File: src/rtl/alu_share_arb_pkg.sv
// rtl/alu_share_arb_pkg.sv - shared constants and state encoding for the ALU share arbiter
package alu_share_arb_pkg;

    localparam int DATA_W = 256;
    localparam int ADDR_W = 5;

    localparam logic [1:0] OP_FA  = 2'b00;
    localparam logic [1:0] OP_MUL = 2'b01;
    localparam logic [1:0] OP_INV = 2'b10;

    localparam int RAM_BLNK   = 31;
    localparam int RAM_ZRRAM  = 18;
    localparam int RAM_ONERAM = 19;

    typedef enum logic [1:0] {
        ST_IDLE  = 2'b00,
        ST_OWN   = 2'b01,
        ST_DRAIN = 2'b10
    } arb_state_e;

endpackage

File: src/rtl/alu_share_arb_rr2.sv
// rtl/alu_share_arb_rr2.sv - two-input round-robin picker
module arb_rr2 (
    input  logic i_req0,
    input  logic i_req1,
    input  logic i_last,
    output logic o_pick,
    output logic o_valid
);

    // On a tie the requester opposite to the last winner is chosen
    assign o_valid = i_req0 | i_req1;
    assign o_pick  = (i_req0 & i_req1) ? ~i_last : i_req1;

endmodule

File: src/rtl/alu_share_arb.sv
// rtl/alu_share_arb.sv - shares the modular ALU and its RAM ports between two sequencers
module alu_share_arb
    import alu_share_arb_pkg::*;
#(
    parameter int WID  = DATA_W,
    parameter int AWID = ADDR_W,
    parameter int BLNK = RAM_BLNK
) (
    input  logic            i_clk,
    input  logic            i_rst_n,
    input  logic            i_req0,
    input  logic            i_req1,
    output logic            o_gnt0,
    output logic            o_gnt1,
    input  logic            i_aen0,
    input  logic            i_aen1,
    input  logic [1:0]      i_aop0,
    input  logic [1:0]      i_aop1,
    input  logic [AWID-1:0] i_ramra0,
    input  logic [AWID-1:0] i_ramra1,
    input  logic [AWID-1:0] i_ramwa0,
    input  logic [AWID-1:0] i_ramwa1,
    input  logic [WID-1:0]  i_ramwd0,
    input  logic [WID-1:0]  i_ramwd1,
    input  logic            i_ramwe0,
    input  logic            i_ramwe1,
    output logic            o_adivld0,
    output logic            o_adivld1,
    output logic            o_aen,
    output logic [1:0]      o_aop,
    output logic [AWID-1:0] o_ramra,
    output logic [AWID-1:0] o_ramwa,
    output logic [WID-1:0]  o_ramwd,
    output logic            o_ramwe,
    input  logic            i_adivld,
    output logic            o_err
);

    localparam logic [AWID-1:0] W_BLNK = AWID'(BLNK);

    arb_state_e r_state;
    arb_state_e w_state_nxt;
    logic       r_own;
    logic       r_last;
    logic       r_gnt0;
    logic       r_gnt1;
    logic       r_busy;
    logic       r_err;

    logic       w_own_nxt;
    logic       w_last_nxt;
    logic       w_pick;
    logic       w_pick_vld;
    logic       w_req_own;
    logic       w_own_aen;
    logic       w_aen_fwd;
    logic       w_busy_nxt;
    logic       w_err_set;

    arb_rr2 u_rr (
        .i_req0  (i_req0),
        .i_req1  (i_req1),
        .i_last  (r_last),
        .o_pick  (w_pick),
        .o_valid (w_pick_vld)
    );

    assign w_req_own = r_own ? i_req1 : i_req0;

    // State register: arbitration state, owner, round-robin history and registered grants
    always_ff @(posedge i_clk or negedge i_rst_n) begin
        if (!i_rst_n) begin
            r_state <= ST_IDLE;
            r_own   <= 1'b0;
            r_last  <= 1'b1;
            r_gnt0  <= 1'b0;
            r_gnt1  <= 1'b0;
        end else begin
            r_state <= w_state_nxt;
            r_own   <= w_own_nxt;
            r_last  <= w_last_nxt;
            r_gnt0  <= (w_state_nxt == ST_OWN) & ~w_own_nxt;
            r_gnt1  <= (w_state_nxt == ST_OWN) &  w_own_nxt;
        end
    end

    // Next-state: grant from IDLE, release or drain when the owner drops its request
    always_comb begin
        w_state_nxt = r_state;
        w_own_nxt   = r_own;
        w_last_nxt  = r_last;
        case (r_state)
            ST_IDLE: begin
                if (w_pick_vld) begin
                    w_state_nxt = ST_OWN;
                    w_own_nxt   = w_pick;
                    w_last_nxt  = w_pick;
                end
            end
            ST_OWN: begin
                if (!w_req_own) begin
                    w_state_nxt = r_busy ? ST_DRAIN : ST_IDLE;
                end
            end
            ST_DRAIN: begin
                if (i_adivld) begin
                    w_state_nxt = ST_IDLE;
                end
            end
            default: w_state_nxt = ST_IDLE;
        endcase
    end

    // Outputs: mux the granted requester onto the shared ports, idle values otherwise
    always_comb begin
        w_own_aen = 1'b0;
        o_aop     = OP_FA;
        o_ramra   = '0;
        o_ramwa   = W_BLNK;
        o_ramwd   = '0;
        o_ramwe   = 1'b0;
        if (r_gnt0) begin
            w_own_aen = i_aen0;
            o_aop     = i_aop0;
            o_ramra   = i_ramra0;
            o_ramwa   = i_ramwa0;
            o_ramwd   = i_ramwd0;
            o_ramwe   = i_ramwe0;
        end else if (r_gnt1) begin
            w_own_aen = i_aen1;
            o_aop     = i_aop1;
            o_ramra   = i_ramra1;
            o_ramwa   = i_ramwa1;
            o_ramwd   = i_ramwd1;
            o_ramwe   = i_ramwe1;
        end
        // a start is only accepted when the ALU is free or finishing this very cycle
        w_aen_fwd = w_own_aen & (~r_busy | i_adivld);
        o_aen     = w_aen_fwd;
    end

    assign o_gnt0    = r_gnt0;
    assign o_gnt1    = r_gnt1;
    // results go to whoever owned the ALU when the operation was issued, even while draining
    assign o_adivld0 = i_adivld & r_busy & ~r_own;
    assign o_adivld1 = i_adivld & r_busy &  r_own;
    assign o_err     = r_err;

    assign w_busy_nxt = w_aen_fwd ? 1'b1 : (i_adivld ? 1'b0 : r_busy);

    assign w_err_set = (i_aen0   & ~r_gnt0) | (i_aen1   & ~r_gnt1)
                     | (i_ramwe0 & ~r_gnt0) | (i_ramwe1 & ~r_gnt1)
                     | (w_own_aen & r_busy & ~i_adivld)
                     | (i_adivld & ~r_busy);

    // Outstanding-operation tracker and sticky protocol-error flag
    always_ff @(posedge i_clk or negedge i_rst_n) begin
        if (!i_rst_n) begin
            r_busy <= 1'b0;
            r_err  <= 1'b0;
        end else begin
            r_busy <= w_busy_nxt;
            r_err  <= r_err | w_err_set;
        end
    end

endmodule

File: config.mk
export PLATFORM = sky130hd
export DESIGN_NAME = alu_share_arb
export DESIGN_NICKNAME = d
export VERILOG_FILES = /design/src/rtl/alu_share_arb_pkg.sv /design/src/rtl/alu_share_arb_rr2.sv /design/src/rtl/alu_share_arb.sv
export SDC_FILE = /design/constraint.sdc
export NUM_CORES = 1
export LEC_CHECK = 0
export ABC_CLOCK_PERIOD_IN_PS = 1500
export BUFFER_PORTS_ARGS = -buffer_cell sky130_fd_sc_hd__buf_2
export CORE_AREA = 2 2 323 325
export CTS_CLUSTER_DIAMETER = 150
export DETAILED_ROUTE_END_ITERATION = 10
export DIE_AREA = 0 0 325 327
export PLACE_DENSITY = 0.3
export SLEW_MARGIN = 20
export SYNTH_ARGS = -nofsm -noshare
export SYNTH_HDL_FRONTEND = slang
export SYNTH_SLANG_ARGS = --single-unit
File: constraint.sdc
create_clock -name i_clk -period 1.5 [get_ports i_clk]
set_input_delay 0.075 -clock i_clk [delete_from_list [all_inputs] [get_ports i_clk]]
set_output_delay 0.075 -clock i_clk [all_outputs]
set_load 0.01 [all_outputs]
Word level (Yosys, flattened, before mapping)

Cells that the tools add are included.

Flip-flop bits (word level): 8
Latch bits: 0
Bits in writable memories: 0
ROM bits: 0
Input port bits: 545
Output and inout bits: 275
Logic and storage cells: 65
Memories kept: 0

$add $sub $neg: 0
Multipliers: 0
Divide/modulo/power cells: 0
$lt $le $gt $ge: 0
Eq/ne operators: 3
Shift-type cells: 0
Mux-type cells: 23
Bitwise logic cells: 29
Reduce and logical (&&, ||, !) cells: 3

Operators by type and width:

| cell                                                 | number |
|---|---|
| 2-to-1 mux 256 bit                                   | 2 |
| 2-to-1 mux 5 bit                                     | 4 |
| AND 1 bit                                            | 14 |
| 2-to-1 mux 2 bit                                     | 6 |
| 2-to-1 mux 1 bit                                     | 10 |
| bitwise OR 1 bit                                     | 8 |
| NOT 1 bit                                            | 7 |
| one-hot mux 2 bit (3 select lines)                   | 1 |
| equality test 2 x 1 -> 1 bit (second input constant) | 2 |
| equality test 2 bit (second input constant)          | 1 |
| zero test 2 bit                                      | 1 |
| AND reduction 2 bit                                  | 1 |
| nonzero test 2 bit                                   | 1 |

Logic depth before layout (Yosys ltp)

Depth after elaboration: 8
Gate-level depth with buffers: 4
Depth with buffers taken out: 3

Modules after synthesis

A second synthesis with hierarchy kept.

Cell total of the unflattened synthesis: 378
Area, all modules: 3178.0 um^2

Modules (own cells, without submodules):

| module        | instances | cells each | area each (um^2) |
|---|---|---|---|
| alu_share_arb | 1         | 376        | 3164.3 |
| arb_rr2       | 1         | 2          | 13.8 |

Worst setup path before layout

OpenSTA, ideal clock, no wires.

Kind: reg2out
From: reg r_gnt0 (netlist: o_gnt0)
To: out o_ramwd[10]
Data arrival time: 1.185 ns
Data required time: 1.425 ns
Setup slack: 0.240 ns
Cell stages (with the launch flop): 4
Buffers on the path: 2
Path through: dfrtp_1 > clkbuf_1 > clkbuf_1 > a22o_1

Cells in the longest elaborated chain, start to end: 1

RTL lines:

| element                  | RTL line             | text |
|---|---|---|
| start: declaration       | alu_share_arb.sv:45  | `logic r_gnt0;` |
| start signal: assignment | alu_share_arb.sv:82  | `r_gnt0 <= (w_state_nxt == ST_OWN) & ~w_own_nxt;` |
| 2-to-1 mux 256 bit       | alu_share_arb.sv:122 | `if (r_gnt0) begin` |
| end: declaration         | alu_share_arb.sv:33  | `output logic [WID-1:0] o_ramwd,` |

No other way between the ends.

Final worst setup path

From: reg r_gnt0 (netlist: o_gnt0)
To: out o_ramwd[109]

Same word-level chain as after synthesis.

==> metrics <==
status=complete, but fails checks; failing checks=setup timing; largest net degree at the start of global routing=68; setup TNS=-69.00 ns; layout overhead on the synthesized area=282%; cell area after synthesis=a little over 0.003 mm²; Cells after Synth=~380; I/O Buffers=approximately 820; worst reg-to-reg setup slack=0.01 ns; Worst R2R Start=o_gnt0; initial antenna violation count=slightly below 80; first-pass GRT wire length=roughly 100000 µm; Via density=~3; share of cells above drive strength 1=0.791; drt total wl=roughly 90000 µm; CP Capture Type=output pin; Max Cap Viol=0; Die W=325 µm; vias in the first global route=approximately 7700; Die Span Y=327 µm; # clock sinks=8; Initial Util=0.0296; Iter 0 DRT Violations=~400; crit path to=o_ramwd[109]; synthesized flop and latch total=8; Setup Skew=~0.0032 ns; Peak VDD IR=roughly 0.52 mV; CTS tree=done; Crit. Startpoint=o_gnt0; worst-margin pin slew=~0.46 ns; gr usage total=0.158; H-tree Lvls=1; Final nets=between 1500 and 2000; Core ar.=slightly above 0.1 mm²; vias after detailed routing=just under 8000; synth unique cells=25; Worst Setup Start Kind=register; worst min-delay path class=input pin to register; Residual DRC=0; Synthesized Nets=roughly 930; I/O pins=approximately 800; Tmin final=between 1.5 and 2 ns; pwr dens=1850 mW/mm²; clk_lat worst skew=~0.23 ns; kind of critical path=register to output pin; cts bufs inserted=3; reg2reg end=o_err; Final Setup Violations=270; Clk pin slew, worst setup/hold paths=around 0.04 ns; post-route clock period utilization=1.23; Synth top area share=0.756; Place WS=-0.405 ns; total gr overflow=0; Mean Syn Cell Area=about 8.0 µm²; Max clock buf depth=2; Hold Fails Final Rpt=0; Crit path arrival time=~1.8 ns; relative slew slack=0.692; Crit path required time=roughly 1.4 ns; max frequency=543 MHz; register area share after synthesis=0.0661; antenna viol nets, final=0; leakage=5.84 nW; Slew Viols, Final=0; setup ws final=-0.340 ns; WL/cell=approximately 34 µm; RSZ-0062 raised after global routing=yes; RD Place Congestion=around 1; clk root buf=clkbuf_16; Post-DP HPWL=roughly 82000 µm; FP Rows=roughly 120; die area=0.106 mm²; total power=21.6 mW; crit-path max FO=6; top cells by area, synth=a22o_1 76%, dfrtp_1 5.7%, buf_2 5.3%; R2R cell count=6; dominant cell type by area after synthesis=a22o_1; Yosys warnings=0; DRT Pass-1 Iters=4
-- stage by stage --
step / std cells / hold WS (ns) / instance area (µm²) / util
3_5_place_dp: 2566 / -0.0609 / 9370 / 0.0910
4_1_cts: 2589 / 0.0659 / 10900 / 0.106
3_3_place_gp: 2566 / -0.0555 / 9370 / 0.0910
5_1_grt: 2602 / 0.0719 / 11600 / 0.113
6_report: 2621 / 0.0673 / 11600 / 0.113
2_1_floorplan: 383 / -0.221 / 3050 / -
-- kinds of logic (layout without fill, tap and decap cells) --
logic type	after synthesis	count (layout)	share of synthesized area
DFF	8	8	0.0661
AOI/OAI and AO/OA	279	279	0.790
and+or+nand+nor	28	28	0.0448
muxes	1	1	0.00329
buffers and inverters	67	902	0.0957
other	0	23	0
-- layout make-up --
type | count | area [µm²]
Antenna cell | 23 | 57.6
Multi-Input combinational cell | 308 | 3120
Timing Repair Buffer | 890 | 6410
Clock buffer | 4 | 78.8
Inverter | 8 | 30.0
Sequential cell | 8 | 205
Fill cell | 12023 | 91300
Tap cell | 1380 | 1730
-- worst min path at each step --
stage                  from      to  slack, ns  cells past startpoint
floorplan           i_rst_n   o_err      -0.22                      0
global placement    i_rst_n   r_own      -0.06                      1
detailed placement  i_rst_n   o_err      -0.06                      1
CTS                  i_req0  r_last       0.07                      2
global route         i_req0  r_last       0.07                      2
finish               i_req0  r_last       0.07                      2
-- what timing repair did --
action                                 CTS  global route
endpoints found under the hold margin    8             0
setup endpoints to repair              270           272
setup buffers                           10             2
pin swaps                               21            17
gates cloned                             8             9
hold buffers                             1             0
gates resized for setup                273           136
-- critical path: stages, from the launching register on --
cell     delay [ns]
dfrtp_4        0.50
nor2b_4        0.16
buf_12         0.16
buf_16         0.16
buf_12         0.11
buf_16         0.11
a22o_4         0.17
buf_6          0.13
-- synth_stat cells --
cell and count:
buf_2 32, dfrtp_1 7, o21bai_1 1, nor3_1 1, inv_1 8, o211ai_1 1
nor3b_2 1, a31oi_1 1, a22oi_1 1, a32oi_2 1, buf_1 6, dfstp_2 1
nor2b_1 1, o22a_1 1, o21ai_0 1, a22o_1 263, clkbuf_1 21, a21oi_1 9
or3b_1 1, or2b_1 1, nand2b_1 2, mux2i_1 1, nand4b_1 1, nand2_1 8
nor2_1 12
-- layer usage --
metal / share of wire / wire length, µm / up-vias / GRT usage
met5: 0.0033 / 297 / - / 0
met4: 0.012 / 1100 / 44 / 0.00473
met3: 0.089 / 8020 / 120 / 0.0561
met2: 0.45 / 40600 / 561 / 0.261
met1: 0.44 / 39600 / 3663 / 0.207
li1: - / - / 3356 / -
-- flip-flops by register name (all words and copies together) (netlist names) --
| register | cells |
|---|---|
| r_own | 1 |
| o_gnt1 | 1 |
| o_gnt0 | 1 |
| r_last | 1 |
| r_busy | 1 |
| r_state | 2 |
| o_err | 1 |
-- report_power, final --
part,leakage [nW],switching (mW),internal (mW)
logic,5.71,11.0,9.67
clock network,0.0383,0.0998,0.354
registers,0.0924,0.0940,0.323
-- cell usage in the layout (no fill, tap or decap), types with 2 or more instances in the layout --
master	n
inv_1	8
buf_4	29
bufbuf_16	2
clkbuf_16	12
a21oi_2	3
a22o_4	62
nand2_1	8
buf_6	137
clkbuf_4	5
dfrtp_1	6
diode_2	23
buf_2	659
nor2_1	12
buf_16	11
buf_12	31
a22o_1	201
buf_8	6
a21oi_1	6
Note: power is estimated with default switching activity, not from simulation.
